### src/rtl/layer_scheduler.sv
// Sequences the CNN stages one at a time: launch a stage, wait for its ready pulse,
// flip the ping-pong buffer, then move on. A per-stage watchdog flags stalled stages.
module layer_scheduler #(
  parameter int NUM_LAYERS = 5,
  parameter int TIMEOUT    = 100000
) (
  input  logic                  clk,
  input  logic                  rstn,
  input  logic                  start,
  input  logic                  abort,
  input  logic [NUM_LAYERS-1:0] ready_i,
  output logic [NUM_LAYERS-1:0] go_o,
  output logic                  buf_sel,
  output logic [2:0]            layer_idx,
  output logic                  busy,
  output logic                  done,
  output logic                  err,
  output logic [23:0]           cycle_cnt
);

  localparam int WDW = (TIMEOUT > 2) ? $clog2(TIMEOUT) : 1;

  typedef enum logic [2:0] {IDLE, ISSUE, WAIT, SWAP, DONE, ERR} state_t;

  state_t                  state_q;
  logic [NUM_LAYERS-1:0]   go_q;
  logic                    bufSel_q;
  logic [2:0]              layerIdx_q;
  logic                    busy_q;
  logic                    done_q;
  logic                    err_q;
  logic [23:0]             cycleCnt_q;
  logic [23:0]             cycleCnt_d;
  logic [WDW-1:0]          wdog_q;
  logic [2:0]              idxNext;
  logic                    readyHit;
  logic                    lastLayer;
  logic                    wdogExpired;

  always_comb begin
    cycleCnt_d  = cycleCnt_q;
    if (busy_q && (cycleCnt_q != 24'hFFFFFF)) begin
      cycleCnt_d = cycleCnt_q + 24'd1;
    end
    idxNext     = layerIdx_q + 3'd1;
    readyHit    = ready_i[layerIdx_q];
    lastLayer   = (layerIdx_q == 3'(NUM_LAYERS - 1));
    wdogExpired = (wdog_q == WDW'(TIMEOUT - 1));
  end

  // Abort takes priority over everything else; the counter update is overridden
  // by the clear when a new run is accepted.
  always_ff @(posedge clk or negedge rstn) begin
    if (!rstn) begin
      state_q    <= IDLE;
      go_q       <= '0;
      bufSel_q   <= 1'b0;
      layerIdx_q <= 3'd0;
      busy_q     <= 1'b0;
      done_q     <= 1'b0;
      err_q      <= 1'b0;
      cycleCnt_q <= 24'd0;
      wdog_q     <= '0;
    end else begin
      go_q       <= '0;
      done_q     <= 1'b0;
      cycleCnt_q <= cycleCnt_d;
      if (abort && (state_q != IDLE)) begin
        state_q <= IDLE;
        busy_q  <= 1'b0;
      end else begin
        case (state_q)
          IDLE, ERR: begin
            if (start) begin
              state_q    <= ISSUE;
              layerIdx_q <= 3'd0;
              bufSel_q   <= 1'b0;
              cycleCnt_q <= 24'd0;
              err_q      <= 1'b0;
              busy_q     <= 1'b1;
              go_q       <= NUM_LAYERS'(1);
            end
          end
          ISSUE: begin
            state_q <= WAIT;
            wdog_q  <= '0;
          end
          WAIT: begin
            if (readyHit) begin
              state_q <= SWAP;
            end else if (wdogExpired) begin
              state_q <= ERR;
              err_q   <= 1'b1;
              busy_q  <= 1'b0;
            end else begin
              wdog_q <= wdog_q + 1'b1;
            end
          end
          SWAP: begin
            bufSel_q <= ~bufSel_q;
            if (lastLayer) begin
              state_q <= DONE;
              done_q  <= 1'b1;
            end else begin
              state_q    <= ISSUE;
              layerIdx_q <= idxNext;
              go_q       <= NUM_LAYERS'(1) << idxNext;
            end
          end
          DONE: begin
            state_q <= IDLE;
            busy_q  <= 1'b0;
          end
          default: state_q <= IDLE;
        endcase
      end
    end
  end

  assign go_o      = go_q;
  assign buf_sel   = bufSel_q;
  assign layer_idx = layerIdx_q;
  assign busy      = busy_q;
  assign done      = done_q;
  assign err       = err_q;
  assign cycle_cnt = cycleCnt_q;

endmodule

### config.mk
export PLATFORM = sky130hd
export DESIGN_NAME = layer_scheduler
export DESIGN_NICKNAME = d
export VERILOG_FILES = /design/src/rtl/layer_scheduler.sv
export SDC_FILE = /design/constraint.sdc
export NUM_CORES = 1
export LEC_CHECK = 0
export BUFFER_PORTS_ARGS = -buffer_cell sky130_fd_sc_hd__buf_2
export CAP_MARGIN = 40
export CORE_MARGIN = 5
export CORE_UTILIZATION = 35
export CTS_CLUSTER_SIZE = 14
export DETAILED_ROUTE_END_ITERATION = 8
export PLACE_DENSITY = 0.6
export SETUP_SLACK_MARGIN = 0.15
export SLEW_MARGIN = 15
export SYNTH_ARGS = -nofsm -noshare
export SYNTH_HDL_FRONTEND = slang
export SYNTH_SLANG_ARGS = --single-unit
### constraint.sdc
create_clock -name clk -period 3.5 [get_ports clk]
set_input_delay 0.7 -clock clk [delete_from_list [all_inputs] [get_ports clk]]
set_output_delay 0.7 -clock clk [all_outputs]
set_load 0.01 [all_outputs]
# Word level (Yosys, flattened, before mapping)
# Index checks and enable logic that the tools add are counted.
# classes
n_lt_le_gt_ge,1
n_eq_ne,17
n_addsub,3
n_mux,35
shift,1
n_reduce_logical,15
bitwise_logic,2
# ops
op,count
$mux 24,4
$mux 17,2
$pmux 17 s2,1
$add 24x1->24 const B,1
$ne 24x24->1 const B,1
$mux 3,7
$add 17x1->17 const B,1
$eq 17x17->1 const B,1
$mux 1,12
$pmux 3 s4,1
$reduce_and 4->1,3
$mux 5,2
$ne 2x2->1 const B,5
$pmux 5 s2,1
$eq 3x3->1 const B,3
$ne 3x3->1 const B,3
$eq 3x2->1 const B,2
$pmux 3 s2,1
$reduce_bool 2->1,3
$reduce_and 5->1,1
$shl 1x3->5 const A,1
$lt 3x4->1 const B,1
$ne 4x4->1 const B,1
$pmux 1 s2,2
other kinds (12),14
# totals
reg_bits,56
word_cells,83
output_inout_bits,36
inputBits,9

# Depth between registers and ports, before layout
# Gate-level depths: netlist of run 1.
# logic_depth
ltp_word,6
depth_mapped,9
mapped_depth_nobuf,8

# Worst setup path before layout of run 1
# No wires, ideal clock.
# synth_path
path_kind,in2reg
from,in ready_i[1]
to,reg wdog_q[13]
setup_slack_ns,1.300
t_arrival_ns,2.122
setup_ns,0.078
stages,7
path_buffers,1
t_required_ns,3.422
path_cell_list,mux2i_1 -> o21a_1 -> o21ai_2 -> o31a_1 -> buf_6 -> or4_1 -> a21oi_1
# synth_via
elab_chain_len,4
# synth_lines
item,line,rtl
from (decl),11,"input logic [NUM_LAYERS-1:0] ready_i,"
$bmux 1 s3,46,readyHit = ready_i[layerIdx_q];
$mux 1 (implied by the code),46,
$ne 2x2->1 (no line),--,
$reduce_and 4->1 (no line),--,
to (signal assigned),96,wdog_q <= wdog_q + 1'b1;
to (decl),34,logic [WDW-1:0] wdog_q;
# Every way passes these cells. The select of a mux whose other input is x is not followed.
# A chain may end at the register's enable or synchronous reset.

# Worst setup path after layout of run 1
# layout_path
from,reg wdog_q[1]
to,reg wdog_q[14]
# layout_via
elab_chain_len,4
elab_cells_between_ends,7
cone_classes,add/sub (1); eq/ne (2); mux (3); reduce/logical (1)
# layout_lines
item,line,rtl
$add 17x1->17,96,
$mux 17,91,end else if (wdogExpired) begin
$mux 17,89,if (readyHit) begin
$pmux 17 s2,72,case (state_q)
# Parallel ways exist; a longest one is shown, timed or not. The select of a mux whose other input is x is not followed.

==> results of run 1 <==
==> synthesized netlist by cell type, drive strengths merged (5+ instances only) <==
cell / n
inv: 11
or4: 7
o21a: 5
nor2b: 5
mux2i: 5
nand3: 16
o21ai: 17
o31ai: 6
nand4: 18
and3: 9
clkbuf: 9
dfrtp: 56
xnor2: 7
xor2: 15
nor2: 44
a21oi: 19
or3: 7
ha: 7
nor3: 5
nand2: 29
==> final timing paths <==
| check | from | to | slack [ns] |
|---|---|---|---|
| worst max-delay path | wdog_q[1] | wdog_q[14] | 0.90 |
| worst min-delay path | rstn | cycle_cnt[4] | 0.32 |
| worst max register to register | wdog_q[1] | wdog_q[14] | 0.90 |
| worst min register to register | err | err | 0.56 |
| max in group asynchronous | rstn | wdog_q[2] | 2.55 |
| min in group clk | err | err | 0.56 |
==> kinds of logic (layout without fill, tap and decap cells) <==
family | after synthesis | in the layout | synth area share
AND/OR/NAND/NOR | 165 | 165 | 0.283
AO/OA/AOI/OAI | 64 | 64 | 0.128
flip-flops | 56 | 56 | 0.445
buffers and inverters | 24 | 69 | 0.0342
XOR/XNOR | 22 | 22 | 0.0612
adder cells (fa/ha/maj) | 7 | 7 | 0.0278
multiplexers | 6 | 6 | 0.0195
==> state kept, by name, summed over array words and instances (netlist names) <==
signal     flops
done           1
cycle_cnt     24
go_o           5
err            1
layer_idx      3
busy           1
wdog_q        17
state_q        3
buf_sel        1
==> critical path, cell delays in order (launching register included) <==
cell	delay (ns)
dfrtp_1	0.40
ha_1	0.26
nand3_2	0.10
or4_4	0.55
nor4_4	0.31
o31a_1	0.57
o21ai_0	0.18
a21oi_1	0.15
==> power groups by stage <==
| stage | Combinational (uW) | Clock [uW] | Sequential (uW) |
|---|---|---|---|
| 2_1_floorplan | 370 | 0 | 792 |
| 3_3_place_gp | 521 | 0 | 794 |
| 3_5_place_dp | 525 | 0 | 797 |
| 4_1_cts | 528 | 432 | 784 |
| 5_1_grt | 592 | 460 | 797 |
| 6_report | 524 | 418 | 784 |
==> routing by layer <==
metal | vias up | wire length (um)
met5 | - | 0
met4 | 0 | 48
met3 | 4 | 441
met2 | 72 | 3280
met1 | 1291 | 3570
li1 | 1329 | -
==> through the flow <==
stage | setup slack, ns | instance area [um^2] | hold WS (ns)
floorplan | 1.30 | 3150 | 0.404
global placement | 1.01 | 3490 | 0.535
detailed placement | 0.943 | 3510 | 0.537
CTS | 0.903 | 3610 | 0.329
global route | 0.649 | 3610 | 0.341
finish | 0.904 | 3610 | 0.318
==> cell type report <==
| cell class | instances | area [um^2] | area share |
|---|---|---|---|
| Clock buffer | 5 | 68.8 | 0.0191 |
| Clock inverter | 1 | 30.0 | 0.00832 |
| Inverter | 11 | 41.3 | 0.0114 |
| Multi-Input combinational cell | 264 | 1640 | 0.454 |
| Sequential cell | 56 | 1400 | 0.388 |
| Tap cell | 108 | 135 | 0.0374 |
| Timing Repair Buffer | 52 | 293 | 0.0811 |
==> results.tsv, run 1 <==
stage	metric	value	unit
outcome	status	complete, no violations	
layout	drive_gt1_frac	0.180	
sta	finalSetupTns	0	ns
sta	rsz0062_at_grt	false	
floorplanning	io-pin-count	45	
logic_synthesis	netlist_top_cells_area	dfrtp_1 (45%), nor2_1 (5.2%), xor2_1 (4.2%)	
power	p_per_area	478	mW/mm^2
power	p_comb_frac	0.303	
detailed_routing	first_pass_iters	4	
power	p_leak	0.00166	uW
global_routing	grt_pass1_vias	2587	
critical_path	cp-end-kind	register	
floorplanning	fp-row-count	34	
logic_synthesis	ys_warn_count	0	
logic_synthesis	ys.flop_type	dfrtp_1	
critical_path	cp-start-kind	register	
hold_path	min_path_type	in2async	
sta	finalSetupViolations	0	
critical_path	worstRegToRegCells	7	
sta	max_freq	385	MHz
floorplanning	initial_utilization	0.359	
detailed_routing	routedWlPerCell	14.8	um
cts	cts.repair.resized	0	
place	dpl.hpwl	5.26	mm
layout	layout.cells.most_common	dfrtp_1	
floorplanning	die_x	105	um
cts	numCtsBuffers	5	
critical_path	crit_type	reg2reg	
cts	clock_sinks	56	
cts	cts_buffer_depth	2	
logic_synthesis	synth_area	0.00315	mm^2
global_routing	antenna_found_initial	0	
logic_synthesis	synth_seq_cells	56	
global_routing	grt.busiest_layer	met2	
power	pwr-share-clk	0.242	
cts	cts_root_buf	clkbuf_8	
power	p_int	1090	uW
detailed_routing	vias	2696	
critical_path	critPathMaxFanout	20	
power	switching_power	632	uW
place	finalWeightedCongestion	0.844	
layout	final_cell_mix	dfrtp_1 (56), buf_2 (44), nor2_1 (43)	
global_routing	grt_util_met2	0.205	
layout	fillers	883	
logic_synthesis	synth_top_area_cell	dfrtp_1	
cts	clk_transition_reported_paths	0.10	ns
detailed_routing	ant_nets	0	
detailed_routing	wl	7.34	mm
layout	synthToLayoutAreaGrowth	14.7	%
cts	cts_tree	built	
power	p_total	1730	uW
logic_synthesis	ys_types	49	
place	place_inst	491	
logic_synthesis	synth_edf_count	0	
job	drv_cap	0	
power	irDropWorstVdd	226	uV
logic_synthesis	synth.avg_cell_area	9.15	um^2
logic_synthesis	ys_seq_area_frac	0.445	
layout	fin_cells	497	
power	p_seq_frac	0.454	
logic_synthesis	async_flop_share	1.00	
global_routing	grt_use_met3	0.0277	
sta	clock_skew	0.00304	ns
layout	nNetsFinal	406	
sta	relSlewSlack	0.594	
layout	antenna_cells	0	
sta	finalMaxSlewViolations	0	
detailed_routing	drcViolationCount	0	
place	io_buffers	44	
global_routing	gr-usage-met1	0.196	
global_routing	grt_use_total	0.135	
logic_synthesis	synth_top_area_frac	0.445	
cts	cts_hold_buffers	0	
detailed_routing	drtIter0Drc	157	
global_routing	grt_start_max_net_pins	29	
floorplanning	die_h	105	um
critical_path	crit_arrival	2.84	ns
floorplanning	core_area	0.00876	mm^2
cts	cts-htree-levels	2	
logic_synthesis	syn_inst	344	
power	switching_share	0.366	
floorplanning	dieArea	0.0110	mm^2
global_routing	gr-total-overflow	0	
sta	fin_crit	2.60	ns
global_routing	grt_pass1_wl	12.6	mm
layout	finish.utilization	0.412	
detailed_routing	viasPerCell	5.42	
logic_synthesis	syn_nets	360	
critical_path	cp.required	3.74	ns
cts	clock_latency	0.31	ns
cts	postCtsSetupBuffers	0	
sta	worstMarginPinSlew	0.609	ns
sta	fin_crit_sh	0.742	
sta	hold_viol	0	
Power figures use the tool's default switching activity.
==> run 2: changes to the inputs <==
ABC_AREA = 1   (was unset)
clock period = 2.7 ns   (was 3.5 ns; I/O delays follow)
==> run 2 against run 1 <==
Effect of this change:
- sequential power is 34% higher
- critical path depth up 1
- maximum frequency grew 24%
- combinational power grew 93%
- critical endpoint is now wdog_q[13]
- largest cell class unchanged
- highest routed layer unchanged
==> results.tsv, run 2 <==
stage	metric	value	unit	change
outcome	status	complete, no violations		
layout	largest_register_ffs	24		unchanged
power	p_int	1610	uW	+47%
floorplanning	die_h	113	um	+7.8%
power	p_total	2720	uW	+58%
detailed_routing	drcViolationCount	0		unchanged
detailed_routing	drtIter0Drc	170		+8.3%
critical_path	cp_top_family	simple AND/OR/NAND/NOR gates		
layout	fillers	1081		+22%
cts	cts.repair.resized	0		unchanged
sta	relSlewSlack	0.631		+0.0375
sta	fin_crit_sh	0.777		+0.0350
floorplanning	die_x	113	um	+7.8%
logic_synthesis	synth_edf_count	0		unchanged
detailed_routing	first_pass_iters	6		+2
layout	final_cell_mix	nand2_1 (175), nor2_1 (80), dfrtp_1 (56)		
cts	cts_hold_buffers	0		unchanged
detailed_routing	wl	8.79	mm	+20%
layout	synthToLayoutAreaGrowth	12.9	%	
layout	multi_input_area	0.00201	mm^2	+23%
power	switching_share	0.409		+0.0425
floorplanning	dieArea	0.0128	mm^2	+16%
power	irDropWorstVdd	528	uV	+130%
logic_synthesis	synth.avg_cell_area	6.93	um^2	-24%
layout	fin_cells	717		+44%
sta	worstMarginPinSlew	0.552	ns	-0.0576 ns
critical_path	cp-start-kind	register		
global_routing	gr-total-overflow	0		unchanged
layout	design_area	0.00419	mm^2	+16%
sta	whs	0.190	ns	-0.128 ns
logic_synthesis	ys_types	33		-33%
floorplanning	core_area	0.0103	mm^2	+18%
cts	clk_transition_reported_paths	0.11	ns	about the same
job	drv_cap	0		unchanged
logic_synthesis	synth_commonest_cells	nand2_1 (175), nor2_1 (80), dfrtp_1 (56)		
cts	cts_tree	built		
layout	seq_area	0.00140	mm^2	unchanged
logic_synthesis	synth_top_area_frac	0.377		-0.0678
logic_synthesis	synth_area	0.00371	mm^2	+18%
power	pwr-share-clk	0.244		+0.002
power	p_leak	0.00191	uW	+15%
layout	drive_gt1_frac	0.174		-0.00611
layout	layout.cells.most_common	nand2_1		
cts	cts_buffer_depth	2		unchanged
critical_path	cp.required	2.93	ns	-0.81 ns
logic_synthesis	syn_nets	552		+53%
place	dpl.hpwl	6.91	mm	+31%
sta	finalSetupViolations	0		unchanged
logic_synthesis	syn_inst	536		+56%
logic_synthesis	async_flop_share	1.00		unchanged
critical_path	worstPathCellList	ha_1 -> nand3_1 -> nor2_1 -> nand3_1 -> nand2_1 -> nand2_1 -> nand3_2 -> o21ai_0		
detailed_routing	viasPerCell	4.75		-12%
detailed_routing	vias	3409		+26%
layout	nNetsFinal	596		+47%
critical_path	crit_arrival	2.32	ns	-0.52 ns
power	p_comb_frac	0.372		+0.069
logic_synthesis	synth_top_area_cell	dfrtp_1		
critical_path	critPathMaxStageDelay	0.45	ns	-0.12 ns
sta	rsz0062_at_grt	false		
cts	clock_sinks	56		unchanged
place	place_inst	709		+44%
sta	max_freq	477	MHz	+24%
logic_synthesis	ys.flop_type	dfrtp_1		
global_routing	grt_use_total	0.143		+0.00856
critical_path	crit_type	reg2reg		
floorplanning	fp-row-count	37		+8.8%
power	p_per_area	650	mW/mm^2	+36%
critical_path	crit_slowest_cell	dfrtp_1		
layout	antenna_cells	0		unchanged
logic_synthesis	netlist_top_cells_area	dfrtp_1 (38%), nand2_1 (18%), nor2_1 (8.1%)		
logic_synthesis	synth_seq_cells	56		unchanged
critical_path	cp-end-kind	register		
floorplanning	initial_utilization	0.360		+0.000512
floorplanning	io-pin-count	45		unchanged
place	finalWeightedCongestion	0.837		-0.81%
cts	cts-htree-levels	2		unchanged
logic_synthesis	ys_warn_count	0		unchanged
power	switching_power	1110	uW	+76%
logic_synthesis	yosysMostFrequentCell	nand2_1		
global_routing	antenna_found_initial	0		unchanged
sta	clock_skew	0.0142	ns	+0.0112 ns
place	dpl_cell_area	0.00405	mm^2	+15%
cts	postCtsSetupBuffers	0		unchanged
critical_path	critPathMaxFanout	32		+60%
cts	clock_latency	0.31	ns	about the same
sta	finalMaxSlewViolations	0		unchanged
sta	finalSetupTns	0	ns	unchanged
sta	hold_viol	0		unchanged
global_routing	grt_start_max_net_pins	36		+24%
logic_synthesis	ys_seq_area_frac	0.377		-0.0678
place	io_buffers	44		unchanged
critical_path	cp_num_buf_inv	0		unchanged
sta	fin_crit	2.10	ns	-0.499 ns
detailed_routing	ant_nets	0		unchanged
detailed_routing	routedWlPerCell	12.3	um	-17%
hold_path	min_path_type	in2async		
global_routing	grt_pass1_vias	3257		+26%
cts	cts_root_buf	clkbuf_8		
cts	numCtsBuffers	5		unchanged
power	p_seq_frac	0.384		-0.070
global_routing	grt_pass1_wl	15.3	mm	+21%
-- run 2: cell types whose count changed after synthesis, sizes merged, moves of 11 or more --
cell | previous run | this run
inv | 11 | 56
nand2 | 29 | 182
nand3 | 16 | 39
nand4 | 18 | 7
nor2 | 44 | 90
o21ai | 17 | 33
xor2 | 15 | 4
-- run 2: power groups by stage --
stage | sequential (uW) | combinational (uW) | clock (uW)
global route | 1070 | 1160 | 728
finish | 1050 | 1010 | 665
CTS | 1050 | 1030 | 698
global placement | 1060 | 1000 | 0
floorplan | 1070 | 818 | 0
detailed placement | 1070 | 1020 | 0
-- run 2: path summary, 6_finish.rpt --
path | start | to | slack [ns] | cells after the start
max in group asynchronous | rstn | wdog_q[2] | 1.92 | 2
worst min-delay path | rstn | cycle_cnt[2] | 0.19 | 1
worst min register to register | err | err | 0.49 | 2
worst max-delay path | wdog_q[0] | wdog_q[13] | 0.60 | 8
worst max register to register | wdog_q[0] | wdog_q[13] | 0.60 | 8
min in group clk | err | err | 0.49 | 2
-- run 2: cells by family (layout without fill, tap and decap cells) --
logic type      after synthesis  count (layout)  synth area share
simple gates                344             344             0.411
buf+inv                      66             111            0.0799
compound gates               56              56            0.0920
flops                        56              56             0.377
fa+ha+maj                     7               7            0.0236
xor+xnor                      7               7            0.0165
-- run 2: metal layers --
metal  wire length, um  GRT usage
met1              4200      0.192
met2              4220      0.245
met3               325     0.0235
met4                52     0.0264
met5                 0          0
-- run 2: metrics by stage --
| step | utilization | setup WS, ns |
|---|---|---|
| 2_1_floorplan | - | 1.05 |
| 3_3_place_gp | 0.393 | 0.626 |
| 3_5_place_dp | 0.393 | 0.591 |
| 4_1_cts | 0.406 | 0.575 |
| 5_1_grt | 0.406 | 0.274 |
| 6_report | 0.406 | 0.603 |
-- run 2: cell type report --
cell class | count | share of cell area
inverter | 56 | 0.0507
multi-input combinational | 414 | 0.481
clock inverter | 3 | 0.0164
clock buffer | 5 | 0.0164
timing repair buffer | 47 | 0.0609
sequential | 56 | 0.334
tap | 136 | 0.0406
